$ cat src/rtl/hazard_pkg.sv
// Shared constants and types for the ID-stage hazard/stall controller.
// The mult/div latency defaults are also used by the mult/div datapath, so the two stay consistent.
package hazard_pkg;
  localparam int REG_AW_DEF  = 5;
  localparam int ZERO_REG    = 0;
  localparam int MUL_CYC_DEF = 5;
  localparam int DIV_CYC_DEF = 10;
  localparam int CNT_W_DEF   = 4;

  // Stall-cause vector {lu, br, md}, kept together for debug visibility.
  typedef struct packed {
    logic lu;
    logic br;
    logic md;
  } stall_cause_t;
endpackage

$ cat src/rtl/md_busy_tracker.sv
// Busy counter for the multi-cycle mult/div unit. It is reloaded when a mult/div leaves EX
// and counts down to zero; md_busy is high while the count is nonzero.
module md_busy_tracker
  import hazard_pkg::*;
#(
  parameter int CNT_W   = CNT_W_DEF,
  parameter int MUL_CYC = MUL_CYC_DEF,
  parameter int DIV_CYC = DIV_CYC_DEF
) (
  input  logic clk,
  input  logic reset,
  input  logic md_start_e,
  input  logic md_is_div_e,
  output logic md_busy
);
  localparam logic [CNT_W-1:0] MUL_LD = CNT_W'(MUL_CYC);
  localparam logic [CNT_W-1:0] DIV_LD = CNT_W'(DIV_CYC);

  logic [CNT_W-1:0] md_cnt_q, md_cnt_d;

  // A new start always reloads, even mid-count; the ID-stage md stall keeps that out of legal flow.
  always_comb begin
    md_cnt_d = md_cnt_q;
    if (md_start_e) begin
      md_cnt_d = md_is_div_e ? DIV_LD : MUL_LD;
    end else if (md_cnt_q != '0) begin
      md_cnt_d = md_cnt_q - CNT_W'(1);
    end
  end

  always_ff @(posedge clk) begin
    if (!reset) begin
      md_cnt_q <= '0;
    end else begin
      md_cnt_q <= md_cnt_d;
    end
  end

  assign md_busy = (md_cnt_q != '0);
endmodule

$ cat src/rtl/hazard_stall_ctrl.sv
// ID-stage hazard detection: load-use, ID-resolved branch operands and mult/div-busy stalls.
// Enables are active-high. Define HSC_STALL_CNT_EN to add the saturating stall_count output.
module hazard_stall_ctrl
  import hazard_pkg::*;
#(
  parameter int REG_AW      = REG_AW_DEF,
  parameter int MUL_CYC     = MUL_CYC_DEF,
  parameter int DIV_CYC     = DIV_CYC_DEF,
  parameter int CNT_W       = CNT_W_DEF,
  parameter int STALL_CNT_W = 32
) (
  input  logic              clk,
  input  logic              reset,
  input  logic [REG_AW-1:0] rs_d,
  input  logic [REG_AW-1:0] rt_d,
  input  logic              use_rs_d,
  input  logic              use_rt_d,
  input  logic              branch_d,
  input  logic              md_use_d,
  input  logic [REG_AW-1:0] dst_e,
  input  logic              regwrite_e,
  input  logic              memread_e,
  input  logic [REG_AW-1:0] dst_m,
  input  logic              memread_m,
  input  logic              md_start_e,
  input  logic              md_is_div_e,
  output logic              pc_en,
  output logic              ifid_en,
  output logic              idex_flush,
  output logic              md_busy
`ifdef HSC_STALL_CNT_EN
  ,
  output logic [STALL_CNT_W-1:0] stall_count
`endif
);
  // Register 0 is hard-wired zero, so a "write" to it never creates a dependency.
  function automatic logic hit(input logic [REG_AW-1:0] a, input logic [REG_AW-1:0] d);
    return (a == d) && (d != REG_AW'(ZERO_REG));
  endfunction

  function automatic logic rd_hit(input logic [REG_AW-1:0] d);
    return (use_rs_d && hit(rs_d, d)) || (use_rt_d && hit(rt_d, d));
  endfunction

  stall_cause_t cause;
  logic         stall;

  always_comb begin
    cause.lu = memread_e && rd_hit(dst_e);
    cause.br = branch_d && ((regwrite_e && rd_hit(dst_e)) || (memread_m && rd_hit(dst_m)));
    cause.md = md_use_d && (md_busy || md_start_e);
    stall    = |cause;
  end

  assign pc_en      = !stall;
  assign ifid_en    = !stall;
  assign idex_flush = stall;

  md_busy_tracker #(
    .CNT_W  (CNT_W),
    .MUL_CYC(MUL_CYC),
    .DIV_CYC(DIV_CYC)
  ) u_md_busy (
    .clk        (clk),
    .reset      (reset),
    .md_start_e (md_start_e),
    .md_is_div_e(md_is_div_e),
    .md_busy    (md_busy)
  );

`ifdef HSC_STALL_CNT_EN
  logic [STALL_CNT_W-1:0] stall_cnt_q, stall_cnt_d;

  always_comb begin
    stall_cnt_d = stall_cnt_q;
    if (stall && (stall_cnt_q != '1)) begin
      stall_cnt_d = stall_cnt_q + STALL_CNT_W'(1);
    end
  end

  always_ff @(posedge clk) begin
    if (!reset) begin
      stall_cnt_q <= '0;
    end else begin
      stall_cnt_q <= stall_cnt_d;
    end
  end

  assign stall_count = stall_cnt_q;
`endif
endmodule
$ cat config.mk
export PLATFORM = sky130hd
export DESIGN_NAME = hazard_stall_ctrl
export DESIGN_NICKNAME = d
export VERILOG_FILES = /design/src/rtl/hazard_pkg.sv /design/src/rtl/md_busy_tracker.sv /design/src/rtl/hazard_stall_ctrl.sv
export SDC_FILE = /design/constraint.sdc
export NUM_CORES = 1
export LEC_CHECK = 0
export CORE_MARGIN = 2
export CORE_UTILIZATION = 34
export DETAILED_ROUTE_END_ITERATION = 10
export PLACE_DENSITY_LB_ADDON = 0.25
export SETUP_SLACK_MARGIN = 0.05
export SYNTH_ARGS = -nofsm -noshare
export SYNTH_HDL_FRONTEND = slang
export SYNTH_SLANG_ARGS = --single-unit
$ cat constraint.sdc
create_clock -name clk -period 2.35 [get_ports clk]
set_input_delay 0.5875 -clock clk [delete_from_list [all_inputs] [get_ports clk]]
set_output_delay 0.5875 -clock clk [all_outputs]
set_load 0.02 [all_outputs]
==> results.json <==
{
  "yosys.area_share.simple_pct": 19.6,
  "synth_area_per_cell_um2": 8.07,
  "async_flop_share_pct": 0,
  "nets": 146,
  "ios": 35,
  "setup_viol": 3,
  "grt_pass1_vias": 614,
  "synth_top_area_share_pct": 38.4,
  "worstPathArrival_ns": 1.85,
  "placed_area_um2": 962,
  "peakVddDrop_v": 0.000298,
  "grt_start_max_net_pins": 7,
  "synth_compound_area_share_pct": 18.4,
  "finalSetupTns_ns": -0.240,
  "num-fill-cells": 137,
  "layout_worst_path_cycle_share_pct": 104,
  "rsz0062_at_grt": "yes",
  "reg2regPathDepth": 7,
  "syn_to_final_growth_pct": 92.6,
  "p_per_area_nw_per_um2": 392,
  "path_max_fanout": 2,
  "clk_latency_ns": 0.24,
  "grt_pass1_wl_um": 2710,
  "synth_common_cells": "xnor2_1, o21a_1",
  "syn-num-nets": 98,
  "yosysSeqAreaShare_pct": 15.3,
  "violations": "negative setup slack",
  "firstDrtPassIters": 4,
  "yosys.area_share.adder_pct": 4.77,
  "antenna_found_initial": 0,
  "insertedDiodeCount": 0,
  "worstSetupEndpointType": "primary output",
  "drcViolationCount": 0,
  "slew_headroom_pct": 79.2,
  "clock.fmax_ghz": 0.410,
  "synth_cells": 65,
  "grt_use_total_pct": 19.2,
  "r2r-start": "u_md_busy.md_cnt_q[0]$_SDFFE_PN0N_",
  "synth_xor_area_share_pct": 38.4,
  "cts.clk_slew.worst_paths_ns": 0.04,
  "core.rowCount": 14,
  "final_area_um2": 1010,
  "top_register": "u_md_busy.md_cnt_q",
  "synthTopCellsByArea": "xnor2_1, dfxtp_1, o21a_1",
  "die_h_um": 43.3,
  "place_hpwl_um": 1240,
  "wl_per_cell_um": 12.5,
  "timing.rr.end": "u_md_busy.md_cnt_q[0]$_SDFFE_PN0N_",
  "synthFlopType": "dfxtp_1",
  "r2r_slack_ns": 1.02,
  "synth_edf_count": 0,
  "worstSetupEndpoint": "idex_flush",
  "viasPerCell": 4.94,
  "fp.dieArea_um2": 1870,
  "drive_above_1_share_pct": 21.6,
  "tightestPinTransition_ns": 0.312,
  "status": "finished with violations",
  "cts-root-buf": "clkbuf_4",
  "grt.overflow.total": 0,
  "yosys_warnings": 0,
  "gp_congestion": 0.810,
  "cp-start-kind": "input pin",
  "wl_um": 1590,
  "yosysMostFrequentCell": "xnor2_1",
  "fin_skew_ns": 0.00429,
  "top_regs": "u_md_busy.md_cnt_q x4",
  "synth_top_family_by_area": "XOR/XNOR gates",
  "io_buffers": 34,
  "cp.required_ns": 1.76,
  "drt_first_iter_violations": 10,
  "ant_nets": 0,
  "synth_cell_types": 20,
  "min_path_type": "flip-flop to flip-flop",
  "htreeDepth": 1,
  "fp.dieW_um": 43.3,
  "cts_tree": "yes",
  "hold_viol_final": 0,
  "cts_made_buffers": 3,
  "synth_seq_cells": 4,
  "clock_sinks": 4,
  "initial_core_util_pct": 35.6,
  "hold_path_depth": 3,
  "largest_register_ffs": 4,
  "clockBufferDepth": 2,
  "coreArea_um2": 1470,
  "num_vias": 627,
  "worst_slack_ns": -0.0871,
  "synth_top_area_cell": "xnor2_1",
  "cap_violations": 0,
  "syn_area_um2": 524,
  "timing.critical_path.from": "dst_m[1]",
  "p_leak_nw": 0.424,
  "min_period_ns": 2.44,
  "drv_slew": 0,
  "crit_type": "input pin to primary output",
  "muxShareOfSynthArea_pct": 0
}
-- worst min path at each step --
| stage | startpoint | end | slack, ns |
|---|---|---|---|
| after detailed placement | u_md_busy.md_cnt_q[2]$_SDFFE_PN0N_ | u_md_busy.md_cnt_q[2]$_SDFFE_PN0N_ | 0.74 |
| after global placement | u_md_busy.md_cnt_q[3]$_SDFFE_PN0N_ | u_md_busy.md_cnt_q[3]$_SDFFE_PN0N_ | 0.70 |
| after global routing | u_md_busy.md_cnt_q[3]$_SDFFE_PN0N_ | u_md_busy.md_cnt_q[3]$_SDFFE_PN0N_ | 0.77 |
| final | u_md_busy.md_cnt_q[3]$_SDFFE_PN0N_ | u_md_busy.md_cnt_q[3]$_SDFFE_PN0N_ | 0.73 |
| after floorplan | u_md_busy.md_cnt_q[1]$_SDFFE_PN0N_ | u_md_busy.md_cnt_q[1]$_SDFFE_PN0N_ | 0.64 |
| after CTS | u_md_busy.md_cnt_q[3]$_SDFFE_PN0N_ | u_md_busy.md_cnt_q[3]$_SDFFE_PN0N_ | 0.75 |
-- per-stage QoR --
| step | util [%] | setup WS [ns] | hold WS (ns) | total power (W) | cells |
|---|---|---|---|---|---|
| CTS | 66.8 | -0.132 | 0.748 | 0.000396 | 127 |
| global route | 68.6 | -0.130 | 0.771 | 0.000425 | 127 |
| floorplan | - | -0.0555 | 0.637 | 0.000195 | 65 |
| global placement | 65.4 | -0.903 | 0.704 | 0.000308 | 123 |
| detailed placement | 65.4 | -0.927 | 0.740 | 0.000310 | 123 |
| finish | 68.6 | -0.0871 | 0.731 | 0.000396 | 127 |
-- cell usage in the layout (no fill, tap or decap), drive strengths merged, types with 4 or more instances in the layout --
master,instances
dlygate4sd2,15
o21a,5
nand2,4
nor3,4
xnor2,23
nand4,4
dfxtp,4
buf,16
clkdlybuf4s50,10
-- layout make-up --
class	count	area [um2]	share of cell area [%]
timing repair buffer	44	415	41.1
inverter	3	11.3	1.12
sequential	4	80.1	7.93
multi-input combinational	57	460	45.6
clock buffer	3	22.5	2.23
tap	16	20.0	1.98
-- metal layers --
layer,up-vias,GRT usage (%),wire length [um]
met5,-,0,0
met4,0,7.27,14
met3,2,1.28,91
met2,25,32.5,762
met1,279,25.0,718
li1,321,-,-
-- cell families (layout without fill, tap and decap cells) --
group,Yosys count,count (layout)
flip-flops,4,4
adder cells (fa/ha/maj),2,2
AO/OA/AOI/OAI,13,13
AND/OR/NAND/NOR,19,19
XOR/XNOR,23,23
buffers and inverters,4,50
-- where the power goes --
group	switching [W]	internal (W)	leakage, nW
clock network	0.0000314	0.0000574	0.0138
registers	0.00000540	0.0000758	0.0332
logic	0.0000955	0.000131	0.377
total	0.000132	0.000264	0.424
-- timing repair --
item                       in CTS  in global routing
setup endpoints to repair       4                  3
resized for setup              48                  7
hold buffers                    0                  0
pin swaps                       8                  4
setup buffers                   1                  0
cloned                          0                  0
-- critical path: stages --
cell	delay, ns
buf_6	0.09
or3_1	0.37
o311a_1	0.35
a221o_1	0.32
buf_6	0.13
No activity file was read; power rests on OpenSTA's default activity.
